### config.mk
export PLATFORM = sky130hd
export DESIGN_NAME = fetch_ctrl
export DESIGN_NICKNAME = d
export VERILOG_FILES = /design/src/rtl/fetch_ctrl.sv
export SDC_FILE = /design/constraint.sdc
export NUM_CORES = 1
export LEC_CHECK = 0
export ABC_AREA = 1
export BUFFER_PORTS_ARGS = -buffer_cell sky130_fd_sc_hd__buf_2
export CORE_ASPECT_RATIO = 0.75
export CORE_MARGIN = 3
export CORE_UTILIZATION = 40
export DETAILED_ROUTE_END_ITERATION = 7
export GPL_TIMING_DRIVEN = 1
export PLACE_DENSITY = 0.73
export SYNTH_ARGS = -nofsm -noshare
export SYNTH_HDL_FRONTEND = slang
export SYNTH_SLANG_ARGS = --single-unit
export TNS_END_PERCENT = 5
### constraint.sdc
create_clock -name clk -period 1.55 [get_ports clk]
set_input_delay 0.31 -clock clk [delete_from_list [all_inputs] [get_ports clk]]
set_output_delay 0.31 -clock clk [all_outputs]
set_load 0.02 [all_outputs]
### src/rtl/fetch_ctrl.sv
// Fetch sequencer for the CPU front end.
// Owns the program counter and keeps at most one instruction-memory request
// outstanding. The returned instruction is held for decode behind a
// valid/ready handshake. Redirects from execute replace the fetch address,
// and any response to a request issued on the wrong path is dropped.

module fetch_ctrl #(
    parameter int                WIDTH = 8,
    parameter logic [WIDTH-1:0]  INIT  = '0,
    parameter int                STEP  = 1,
    parameter int                IW    = 16
) (
    input  logic             clk,
    input  logic             resetn,
    output logic             imem_req,
    output logic [WIDTH-1:0] imem_addr,
    input  logic             imem_gnt,
    input  logic             imem_rvalid,
    input  logic [IW-1:0]    imem_rdata,
    input  logic             redirect,
    input  logic [WIDTH-1:0] redirect_pc,
    input  logic             halt,
    output logic             ins_valid,
    output logic [IW-1:0]    ins_data,
    output logic [WIDTH-1:0] ins_pc,
    input  logic             ins_ready,
    output logic [WIDTH-1:0] pc_q
);

    // REQ: asking memory, WAIT: good response pending, HOLD: instruction
    // buffered for decode, DRAIN: wrong-path response pending, HALTED: parked.
    typedef enum logic [2:0] {
        S_REQ,
        S_WAIT,
        S_HOLD,
        S_DRAIN,
        S_HALTED
    } state_t;

    state_t           r_state;
    logic [WIDTH-1:0] r_pc;
    logic [WIDTH-1:0] r_fetchPc;
    logic [WIDTH-1:0] r_insPc;
    logic [IW-1:0]    r_insData;
    logic             r_insValid;

    logic [WIDTH-1:0] w_pcInc;
    logic             w_xfer;

    // Sequential increment wraps naturally at 2^WIDTH.
    assign w_pcInc   = r_pc + WIDTH'(STEP);
    assign w_xfer    = r_insValid && ins_ready;

    // Every output comes straight from registered state.
    assign imem_req  = (r_state == S_REQ);
    assign imem_addr = r_pc;
    assign pc_q      = r_pc;
    assign ins_valid = r_insValid;
    assign ins_data  = r_insData;
    assign ins_pc    = r_insPc;

    // Fetch FSM: moves the PC, tracks the single outstanding request and
    // fills or empties the decode buffer.
    always_ff @(posedge clk or negedge resetn) begin
        if (!resetn) begin
            r_state    <= S_REQ;
            r_pc       <= INIT;
            r_fetchPc  <= '0;
            r_insPc    <= '0;
            r_insData  <= '0;
            r_insValid <= 1'b0;
        end else begin
            case (r_state)
                S_REQ: begin
                    if (imem_gnt) begin
                        r_fetchPc <= r_pc;
                        if (redirect) begin
                            r_pc    <= redirect_pc;
                            r_state <= S_DRAIN;
                        end else begin
                            r_pc    <= w_pcInc;
                            r_state <= S_WAIT;
                        end
                    end else begin
                        if (redirect) begin
                            r_pc <= redirect_pc;
                        end
                        if (halt) begin
                            r_state <= S_HALTED;
                        end
                    end
                end
                S_WAIT: begin
                    if (redirect) begin
                        r_pc <= redirect_pc;
                        if (imem_rvalid) begin
                            r_state <= halt ? S_HALTED : S_REQ;
                        end else begin
                            r_state <= S_DRAIN;
                        end
                    end else if (imem_rvalid) begin
                        r_insData  <= imem_rdata;
                        r_insPc    <= r_fetchPc;
                        r_insValid <= 1'b1;
                        r_state    <= S_HOLD;
                    end
                end
                S_HOLD: begin
                    if (redirect) begin
                        r_pc       <= redirect_pc;
                        r_insValid <= 1'b0;
                        r_state    <= halt ? S_HALTED : S_REQ;
                    end else if (w_xfer) begin
                        r_insValid <= 1'b0;
                        r_state    <= halt ? S_HALTED : S_REQ;
                    end
                end
                S_DRAIN: begin
                    if (redirect) begin
                        r_pc <= redirect_pc;
                    end
                    if (imem_rvalid) begin
                        r_state <= halt ? S_HALTED : S_REQ;
                    end
                end
                S_HALTED: begin
                    if (redirect) begin
                        r_pc <= redirect_pc;
                    end
                    if (!halt) begin
                        r_state <= S_REQ;
                    end
                end
                default: begin
                    r_state    <= S_REQ;
                    r_insValid <= 1'b0;
                end
            endcase
        end
    end

endmodule

==> results of run 1 <==
per-stage QoR:
| stage | cells | worst slack, ns |
|---|---|---|
| 6_report | 387 | 0.0723 |
| 5_1_grt | 387 | 0.00226 |
| 4_1_cts | 386 | -0.0408 |
| 3_5_place_dp | 377 | -0.0274 |
| 3_3_place_gp | 377 | 0.0612 |
| 2_1_floorplan | 241 | 0.155 |
flip-flops by register name, summed over array words and instances (netlist names):
signal     flops
ins_pc         8
r_state        3
r_fetchPc      8
ins_valid      1
imem_addr      8
ins_data      16
report_power, final:
part | internal [mW] | total (mW) | switching (mW)
clock network | 0.527 | 0.930 | 0.403
logic | 1.14 | 2.89 | 1.75
registers | 1.70 | 2.11 | 0.406
per-layer routing:
metal | GRT usage [%] | vias up
met1 | 21.4 | 829
met5 | 0 | -
met4 | 3.41 | 0
met3 | 4.36 | 4
li1 | - | 912
met2 | 23.5 | 59
cell usage after synthesis, types with 4 or more instances:
cell type	instances
a21oi_1	6
buf_2	4
buf_4	9
dfrtp_1	44
inv_1	23
mux2_2	7
mux2_4	15
nand2_1	64
nand3_1	20
nand4_1	4
nor2_1	12
o21ai_0	14
or2_2	4
critical path, cell delays in order, from the launching register on:
cell,delay (ns)
dfrtp_1,0.41
inv_2,0.11
nand2_4,0.08
nor2_4,0.12
buf_4,0.15
cells by family (layout without fill, tap and decap cells):
group	count (synthesis)	in the layout	share of synthesized area [%]
AND/OR/NAND/NOR	111	111	22.3
flip-flops	44	44	48.9
buffers and inverters	41	112	9.72
AO/OA/AOI/OAI	22	22	5.05
multiplexers	22	22	13.5
adder cells (fa/ha/maj)	1	1	0.555
worst paths after layout:
kind,from,to,slack (ns),depth (start not counted)
setup / recovery,r_state[0],imem_req,0.07,4
hold / removal,imem_rdata[14],ins_data[14],0.24,2
setup reg to reg,r_state[2],ins_pc[7],0.07,5
hold reg to reg,r_fetchPc[3],r_fetchPc[3],0.49,2
max in group asynchronous,resetn,r_state[2],0.81,3
min in group asynchronous,resetn,ins_pc[2],0.51,3
area by class of cell:
| type | instances | area share (%) |
|---|---|---|
| Inverter | 26 | 3.58 |
| Clock buffer | 6 | 2.95 |
| Sequential cell | 44 | 39.4 |
| Clock inverter | 2 | 1.39 |
| Tap cell | 75 | 3.35 |
| Timing Repair Buffer | 78 | 15.1 |
| Multi-Input combinational cell | 156 | 34.2 |
repair_timing:
| action | in CTS | in global routing |
|---|---|---|
| hold buffers | 1 | 0 |
| cloned | 0 | 0 |
| endpoints found under the hold margin | 34 | 0 |
| endpoints found under the setup margin | 2 | 8 |
| resized for setup | 3 | 8 |
| pin swaps | 0 | 1 |
| buffers inserted | 0 | 1 |
==> results.json, run 1 <==
{
  "required_ns": 1.24,
  "die-area_um2": 6580,
  "fillCellCount": 507,
  "post_dp_cell_area_um2": 2630,
  "clkTransAtPathRegs_ns": 0.09,
  "wl_mm": 4.96,
  "synth_seq_cells": 44,
  "final.setup_skew_ns": 0.00649,
  "async_flop_share_pct": 100,
  "multi_input_area_um2": 956,
  "cts_num_sinks": 44,
  "max_cap_violations": 0,
  "worstPathMaxFanout": 5,
  "hold_path_class": "in2reg",
  "via_per_inst": 4.66,
  "diodes": 0,
  "die_width_um": 92.7,
  "final_util_pct": 52.0,
  "synth-seq-area-share_pct": 48.9,
  "p_leak_nw": 1.54,
  "fin_setup_tns_ns": 0,
  "avgSynthCellArea_um2": 9.35,
  "grt_usage_pct": 15.2,
  "io_buffers": 72,
  "slew_headroom_pct": 75.5,
  "gr-total-overflow": 0,
  "synth_cell_type_count": 26,
  "antenna_found_initial": 0,
  "seqCellArea_um2": 1100,
  "syn_inst": 241,
  "dr_wl_met2_mm": 2.22,
  "worstMarginPinSlew_ns": 0.366,
  "start_util_pct": 41.9,
  "gp_congestion": 0.856,
  "ir_drop_mv": 0.763,
  "insertion_delay_ns": 0.29,
  "finalNetCount": 343,
  "fin_crit_sh_pct": 95.3,
  "clock.fmax_mhz": 677,
  "postRouteAntennaNets": 0,
  "tritoncts.num_buffers": 5,
  "rsz0062_at_grt": "no",
  "drtPass1Iterations": 4,
  "hold-worst-slack_ns": 0.238,
  "final_cell_mix": "buf_2 (71), nand2_1 (62), dfrtp_1 (42)",
  "drive_gt1_share_pct": 40.4,
  "cts_root_buffer": "clkbuf_8",
  "p_per_area_nw_per_um2": 2120,
  "setup_viol": 0,
  "hpwl_mm": 3.64,
  "critPathLaunchType": "flip-flop",
  "top_layer_used": "met4",
  "std_cell_rows": 23,
  "yosysWarningCount": 0,
  "wire_per_inst_um": 12.8,
  "status": "finished clean",
  "worstSetupEndpointType": "output pin",
  "arrival_ns": 1.17,
  "met3_length_um": 381,
  "syn_to_final_growth_pct": 24.2,
  "worstSetupPathType": "reg2out",
  "mostFrequentLayoutCell": "buf_2",
  "synth_nets": 273,
  "htree_levels": 2,
  "synth_top_area_share_pct": 48.9,
  "final_cell_area_um2": 2800,
  "io_pins": 73,
  "hold_viol": 0,
  "p_total_mw": 5.93,
  "yosys-top-cells-area": "dfrtp_1 (49%), nand2_1 (11%), mux2_4 (10%)",
  "synth-main-ff-cell": "dfrtp_1",
  "drt_iter0_markers": 101,
  "drc": 0,
  "cts_tree": "built",
  "period_needed_ns": 1.48,
  "grt_max_degree": 45,
  "grt_pass1_wl_mm": 8.00,
  "die_y_um": 71,
  "core_um2": 5380,
  "syn_area_um2": 2250,
  "num_vias": 1804,
  "grt_pass1_vias": 1680,
  "ctsLongestPathBuffers": 2,
  "synth_edf_count": 0,
  "drv_slew": 0,
  "m1WireLength_mm": 2.34,
  "yosysTopAreaCell": "dfrtp_1"
}
Note: power is estimated with default switching activity, not from simulation.
==> inputs of run 2 (changes only) <==
Settings changed: CAP_MARGIN set to 0, MAX_ROUTING_LAYER set to met4.
==> run 2 against run 1 <==
Hold slack worse by 0.0027 ns. Sequential power about the same. Critical path depth unchanged. Highest routed layer unchanged. Flip-flop and latch count unchanged.
==> results.json, run 2 (synthesized netlist as in run 1, its figures left out) <==
{
  "status": "finished clean",
  "htree_levels": 2,
  "die_width_um": 92.7,
  "final.setup_skew_ns": 0.00826,
  "final_cell_area_um2": 2800,
  "gp_congestion": 0.869,
  "gr-total-overflow": 0,
  "hold_path_class": "in2reg",
  "io_pins": 73,
  "grt_pass1_vias": 1675,
  "p_leak_nw": 1.54,
  "grt_usage_pct": 15.7,
  "hold_viol": 0,
  "worstMarginPinSlew_ns": 0.351,
  "drtPass1Iterations": 4,
  "arrival_ns": 1.17,
  "tritoncts.num_buffers": 5,
  "required_ns": 1.24,
  "clkTransAtPathRegs_ns": 0.09,
  "slew_headroom_pct": 76.5,
  "setup_viol": 0,
  "max_cap_violations": 0,
  "cts_num_sinks": 44,
  "die-area_um2": 6580,
  "fin_crit_sh_pct": 95.8,
  "crit_start": "r_state[0]",
  "worstSetupEndpointType": "output pin",
  "drc": 0,
  "hpwl_mm": 3.64,
  "drv_slew": 0,
  "die_y_um": 71,
  "r2r_start": "r_state[2]",
  "insertion_delay_ns": 0.30,
  "drive_gt1_share_pct": 40.4,
  "worstSetupPathType": "reg2out",
  "via_per_inst": 4.69,
  "largest_reg_flops": 16,
  "std_cell_rows": 23,
  "dp_cells": 377,
  "critPathLaunchType": "flip-flop",
  "core_um2": 5380,
  "worstPathMaxFanout": 5,
  "io_buffers": 72,
  "num_vias": 1816,
  "cts_tree": "built",
  "hp-start": "imem_rdata[14]",
  "antenna_found_initial": 0,
  "period_needed_ns": 1.48,
  "grt_max_degree": 45,
  "ir_drop_mv": 0.763,
  "slowest_stage": "dfrtp_1",
  "wl_mm": 4.95,
  "post_dp_cell_area_um2": 2630,
  "critical_path.max_stage_delay_ns": 0.41,
  "finalNetCount": 343,
  "p_per_area_nw_per_um2": 2120,
  "ctsLongestPathBuffers": 2,
  "syn_to_final_growth_pct": 24.2,
  "drt_iter0_markers": 51,
  "rsz0062_at_grt": "no",
  "cts_root_buffer": "clkbuf_8",
  "final_cell_mix": "buf_2 (71), nand2_1 (62), dfrtp_1 (42)",
  "start_util_pct": 41.9,
  "clock.fmax_mhz": 674,
  "instances_no_fill": 387,
  "grt_pass1_wl_mm": 8.00,
  "crit_chain": "inv_2 > nand2_4 > nor2_4 > buf_4",
  "path_buf_inv": 2,
  "wire_per_inst_um": 12.8,
  "diodes": 0,
  "postRouteAntennaNets": 0,
  "critPathTopFamily": "flip-flops",
  "mostFrequentLayoutCell": "buf_2"
}
run 2: through the flow:
stage          setup WS, ns  hold slack (ns)  power [mW]  utilization (%)  TNS [ns]
6_report             0.0654            0.235        5.94             52.0         0
5_1_grt             0.00226            0.223        6.35             52.0         0
4_1_cts             -0.0408            0.230        5.90             51.5   -0.0408
3_5_place_dp        -0.0274            0.309        4.94             48.9   -0.0274
3_3_place_gp         0.0612            0.307        4.84             48.9         0
2_1_floorplan         0.155           0.0144        4.17                -         0
run 2: cell type report:
type,count,area [um2]
Inverter,26,100
Multi-Input combinational cell,156,956
Tap cell,75,93.8
Clock inverter,2,38.8
Fill cell,507,2580
Timing Repair Buffer,78,423
Clock buffer,6,82.6
Sequential cell,44,1100
run 2: timing repair:
action / 4_1_cts / 5_1_grt
buffers inserted: 0 / 1
gates resized for setup: 3 / 8
hold buffers: 1 / 0
setup endpoints to repair: 2 / 8
pin swaps: 0 / 1
endpoints found under the hold margin: 34 / 0
run 2: layer usage:
layer	part of all wire (%)	global-route usage [%]	vias to the layer above	routed length [um]
li1	-	-	909	-
met1	47	21.5	838	2320
met2	45	23.6	65	2250
met3	7.1	4.14	4	353
met4	0.42	3.41	0	21
met5	0	-	-	0
run 2: where the power goes:
part,total [mW],switching [mW],internal [mW]
registers,2.11,0.408,1.70
logic,2.89,1.75,1.14
clock network,0.938,0.410,0.528
total,5.94,2.57,3.37
run 2: path summary, 6_finish.rpt:
path	end	slack [ns]	cells after the start
max in group asynchronous	r_state[2]	0.82	3
max reg2reg	ins_pc[7]	0.07	5
min	ins_data[14]	0.24	2
min in group asynchronous	ins_data[12]	0.51	3
max	imem_req	0.07	4
min reg2reg	r_fetchPc[3]	0.49	2
run 2: worst register-to-register path: cells and delay by family, from the launching register on:
kind / cells / cell delay [ns]
DFF: 1 / 0.46
and+or+nand+nor: 3 / 0.45
muxes: 1 / 0.36
buffers and inverters: 1 / 0.10
